[src/rtl/lmsm_sequencer.sv]
// Expands LM/SM instructions into one LW/SW micro-op per selected register,
// lowest register first; everything else passes through with one cycle of latency.
module lmsm_sequencer #(
    parameter logic [3:0] LM_OP = 4'b0110,
    parameter logic [3:0] SM_OP = 4'b0111,
    parameter logic [3:0] LW_OP = 4'b0100,
    parameter logic [3:0] SW_OP = 4'b0101
) (
    input  logic        clk,
    input  logic        reset,
    input  logic [15:0] ir_in,
    input  logic        ir_valid,
    input  logic        stall_in,
    input  logic        flush,
    output logic [15:0] uop_ir,
    output logic        uop_valid,
    output logic        fetch_stall,
    output logic        busy,
    output logic [0:0]  dbg_state_o
);

    // Handshake: uop_valid qualifies uop_ir. stall_in freezes every register,
    // and fetch_stall tells upstream to hold pr2 until the last micro-op is issued.
    localparam logic [0:0] S_IDLE = 1'b0;
    localparam logic [0:0] S_SEQ  = 1'b1;

    logic [0:0]  state_q, state_d;
    logic [7:0]  rem_q, rem_d;
    logic [2:0]  off_q, off_d;
    logic        base_load_q, base_load_d;
    logic [2:0]  base_ra_q, base_ra_d;
    logic [15:0] uop_q, uop_d;
    logic        vld_q, vld_d;

    logic        idle;
    logic        is_lmsm;
    logic        is_load;
    logic [2:0]  ra;
    logic [2:0]  cur_off;
    logic [7:0]  cur_list;
    logic [7:0]  rest;
    logic        multi;
    logic [2:0]  idx;
    logic [15:0] seq_uop;
    logic        unused_ir_bit;

    assign idle     = (state_q == S_IDLE);
    assign is_lmsm  = ir_valid && ((ir_in[15:12] == LM_OP) || (ir_in[15:12] == SM_OP));
    assign is_load  = idle ? (ir_in[15:12] == LM_OP) : base_load_q;
    assign ra       = idle ? ir_in[11:9] : base_ra_q;
    assign cur_off  = idle ? 3'd0 : off_q;
    assign cur_list = idle ? ir_in[7:0] : rem_q;
    // Clearing the lowest set bit leaves a non-zero word iff two or more bits were set.
    assign rest     = cur_list & (cur_list - 8'd1);
    assign multi    = (rest != 8'd0);
    assign unused_ir_bit = ir_in[8];

    always_comb begin
        idx = 3'd0;
        for (int i = 7; i >= 0; i--) begin
            if (cur_list[i]) idx = i[2:0];
        end
    end

    assign seq_uop = {(is_load ? LW_OP : SW_OP), idx, ra, 3'b000, cur_off};

    // Reset is folded in so the stall drops asynchronously along with the state.
    assign fetch_stall = reset && !flush && ((idle && is_lmsm && multi) || (!idle && multi));

    always_comb begin
        state_d     = state_q;
        rem_d       = rem_q;
        off_d       = off_q;
        base_load_d = base_load_q;
        base_ra_d   = base_ra_q;
        uop_d       = uop_q;
        vld_d       = vld_q;
        if (flush) begin
            state_d = S_IDLE;
            rem_d   = 8'd0;
            off_d   = 3'd0;
            vld_d   = 1'b0;
        end else if (stall_in) begin
            vld_d = vld_q;
        end else if (idle) begin
            if (!ir_valid) begin
                vld_d = 1'b0;
            end else if (!is_lmsm) begin
                uop_d = ir_in;
                vld_d = 1'b1;
            end else if (cur_list == 8'd0) begin
                vld_d = 1'b0;
            end else begin
                uop_d = seq_uop;
                vld_d = 1'b1;
                if (multi) begin
                    state_d     = S_SEQ;
                    rem_d       = rest;
                    off_d       = 3'd1;
                    base_load_d = (ir_in[15:12] == LM_OP);
                    base_ra_d   = ir_in[11:9];
                end
            end
        end else begin
            if (rem_q == 8'd0) begin
                state_d = S_IDLE;
                vld_d   = 1'b0;
            end else begin
                uop_d = seq_uop;
                vld_d = 1'b1;
                rem_d = rest;
                if (multi) begin
                    off_d = off_q + 3'd1;
                end else begin
                    state_d = S_IDLE;
                    off_d   = 3'd0;
                end
            end
        end
    end

    always_ff @(posedge clk or negedge reset) begin
        if (!reset) begin
            state_q     <= S_IDLE;
            rem_q       <= 8'd0;
            off_q       <= 3'd0;
            base_load_q <= 1'b0;
            base_ra_q   <= 3'd0;
            uop_q       <= 16'h0000;
            vld_q       <= 1'b0;
        end else begin
            state_q     <= state_d;
            rem_q       <= rem_d;
            off_q       <= off_d;
            base_load_q <= base_load_d;
            base_ra_q   <= base_ra_d;
            uop_q       <= uop_d;
            vld_q       <= vld_d;
        end
    end

    assign uop_ir      = uop_q;
    assign uop_valid   = vld_q;
    assign busy        = (state_q == S_SEQ);
    assign dbg_state_o = state_q;

endmodule
[config.mk]
export PLATFORM = sky130hd
export DESIGN_NAME = lmsm_sequencer
export DESIGN_NICKNAME = d
export VERILOG_FILES = /design/src/rtl/lmsm_sequencer.sv
export SDC_FILE = /design/constraint.sdc
export NUM_CORES = 1
export LEC_CHECK = 0
export CORE_ASPECT_RATIO = 0.6
export CORE_MARGIN = 2
export CORE_UTILIZATION = 55
export DETAILED_ROUTE_END_ITERATION = 8
export GPL_TIMING_DRIVEN = 0
export MAX_ROUTING_LAYER = met4
export PLACE_DENSITY = 0.83
export SLEW_MARGIN = 20
export SYNTH_ARGS = -nofsm -noshare
export SYNTH_HDL_FRONTEND = slang
export SYNTH_SLANG_ARGS = --single-unit
[constraint.sdc]
create_clock -name clk -period 3.5 [get_ports clk]
set_input_delay 0.7 -clock clk [delete_from_list [all_inputs] [get_ports clk]]
set_output_delay 0.7 -clock clk [all_outputs]
set_load 0.005 [all_outputs]
==> qor.yml <==
routing:
  ant_nets: 0
  vias: 2110
  drc_errors: 0
  routedWlPerCell_um: 18.1
  wl_met2_um: 2530
  wl_met3_um: 817
  drt_pass1_iterations: 5
  wl_um: 6020
  routed.top_layer: "met4"
  vias_per_cell: 6.36
  met1_length_um: 2620
  drt_iter0_markers: 256
sta:
  whs_ns: 0.463
  setup_ws_ns: 0.0806
  clock.fmax_ghz: 0.292
  hold_violations: 0
  final.min_clock_period_ns: 3.42
  period_share: 0.977
  drv_slew: 0
  tightest_slew_ns: 0.797
  setup_violations: 0
  max_slew_margin: 0.466
  skew_ns: 0.00472
  grt_setup_unrepaired: "false"
  fin_tns_setup_ns: 0
floorplan:
  die-area_um2: 4110
  num_io_pins: 41
  die_h_um: 50.5
  core_area_um2: 3340
  fp.dieW_um: 81.4
  start_util: 0.592
  std_cell_rows: 16
critical_path:
  crit_slowest_cell: "clkdlybuf4s50_1"
  worstSetupPathType: "in2out"
  crit_buf_inv: 2
  worstPathRequired_ns: 2.80
  path_max_fanout: 6
  crit_chain: "dlygate4sd2_1 > nor3_4 > o22ai_4 > o311ai_2 > nand2_2 > nor4_4 > nor4b_2 > clkdlybuf4s50_1"
  critPathTopFamily: "buffers and inverters"
  worstSetupEndpointType: "output pin"
  cpPeakStageDelay_ns: 0.47
  critPathLaunchType: "input port"
  crit_arrival_ns: 2.72
grt:
  antenna_found_initial: 0
  grt.overflow.total: 0
  track_usage: 0.327
  grt_max_degree: 34
  grt_pass1_wl_um: 9670
  grt_pass1_vias: 1969
min_path:
  hold_path.class: "in2async"
synthesis:
  synth_nets: 254
  ys_seq_area_frac: 0.405
  syn_inst: 232
  synth_area_leader_cell: "dfrtp_1"
  netlist.area_leader.share: 0.405
  synth_warnings: 0
  syn_area_um2: 1980
  synthArstFlopShare: 1.00
  synth_edf_count: 0
  synth.ff_latch_count: 32
  synth_cell_types: 50
  syn_area_per_cell_um2: 8.53
  ys_top_cells_by_area: "dfrtp_1, nand2_1, o21ai_0"
  synth_flop_cell: "dfrtp_1"
pwr:
  ir_drop_mv: 0.332
  p_total_uw: 963
  power.density_nw_per_um2: 363
  leakagePower_uw: 0.00116
cts:
  cts_tree: "built"
  numCtsBuffers: 5
  cts_sinks: 32
  clk_pin_slew_ns: 0.07
  htree_levels: 2
  cts_hold_buf: 0
  clk_latency_ns: 0.29
  cts_root_buf: "clkbuf_8"
  clk_path_buf_depth: 2
finish:
  layout_commonest_cell: "nand2_1"
  regArea_um2: 801
  multi_input_area_um2: 1160
  fin_nets: 309
  n_fill_cell: 235
  layout_common_cells: "nand2_1, dfrtp_1, clkdlybuf4s50_1"
  syn2layout_area_growth_pct: 34.2
  antenna_cells: 0
  drive_gt1_frac: 0.157
  fin_util: 0.794
place:
  place_ws_ns: -0.758
  place.gp.congestion: 0.952
  io_buffers: 39
  hpwl_um: 4190
flow_run:
  max_cap_viol_count: 0
run_status:
  outcome: "finished clean"
where the power goes:
group | switching (uW) | total [uW] | internal, uW
registers | 25.4 | 439 | 414
logic | 119 | 248 | 128
clock network | 142 | 276 | 134
total | 287 | 963 | 676
state kept, by name, indices dropped and copies added (netlist names):
signal,count
rem_q,7
base_ra_q,3
uop_ir,16
busy,1
off_q,3
uop_valid,1
base_load_q,1
kinds of logic (layout without fill, tap and decap cells):
logic type,count (synthesis),in the layout,share of synthesized area
buffers and inverters,22,77,0.0481
adders and majority gates,1,1,0.00632
and+or+nand+nor,98,98,0.248
DFF,32,32,0.405
AOI/OAI and AO/OA,69,69,0.239
muxes,10,10,0.0538
per-stage QoR:
stage | cell area, um2 | std cells
6_report | 2650 | 332
5_1_grt | 2650 | 332
4_1_cts | 2590 | 327
3_5_place_dp | 2420 | 316
3_3_place_gp | 2420 | 316
2_1_floorplan | 1980 | 232
worst register-to-register path, cell delays in order, from the launching register on:
cell and delay [ns]:
dfrtp_1 0.39, buf_6 0.17, and2b_1 0.30, o22ai_4 0.16, buf_4 0.18, o41a_1 0.40, o211ai_1 0.46, clkbuf_1 0.45
nand2_1 0.11, o21ai_0 0.10
Yosys cell counts (3+ instances only):
cell type,number
nand2_1,38
dfrtp_1,32
nor2_1,23
o21ai_0,18
a21oi_1,15
clkbuf_1,13
nor3_1,10
a41oi_1,7
inv_1,6
o21ai_1,6
mux2i_1,5
a22oi_1,4
mux2_1,4
nor2b_1,4
nand3_1,3
worst paths after layout:
check / start / to / slack [ns] / depth (start not counted)
setup / recovery: ir_in[1] / fetch_stall / 0.08 / 8
hold / removal: reset / uop_ir[13]$_DFFE_PN0P_ / 0.46 / 1
setup reg to reg: busy$_DFFE_PN0N_ / uop_ir[9]$_DFFE_PN0P_ / 0.70 / 9
hold reg to reg: uop_ir[4]$_DFFE_PN0P_ / uop_ir[4]$_DFFE_PN0P_ / 0.48 / 2
max in group asynchronous: reset / rem_q[7]$_DFFE_PN0P_ / 2.57 / 1
min in group clk: uop_ir[4]$_DFFE_PN0P_ / uop_ir[4]$_DFFE_PN0P_ / 0.48 / 2
metal layers:
metal	up-vias	GRT usage
met5	-	-
met4	0	0.0621
met3	11	0.0809
met2	165	0.467
met1	977	0.474
li1	957	-
layout make-up:
type,instances,share of cell area
clock inverters,2,0.00471
inverters,6,0.00849
flip-flops and latches,32,0.302
clock buffers,5,0.0259
well taps,45,0.0212
plain buffers,15,0.0264
repair buffers,49,0.174
multi-input cells,178,0.438
timing repair:
item                                   4_1_cts  5_1_grt
pin swaps                                    6        4
resized for setup                           18        5
buffers inserted                             5        5
setup endpoints to repair                    1        1
endpoints found under the hold margin        0        0
(Power assumes the default switching activity.)
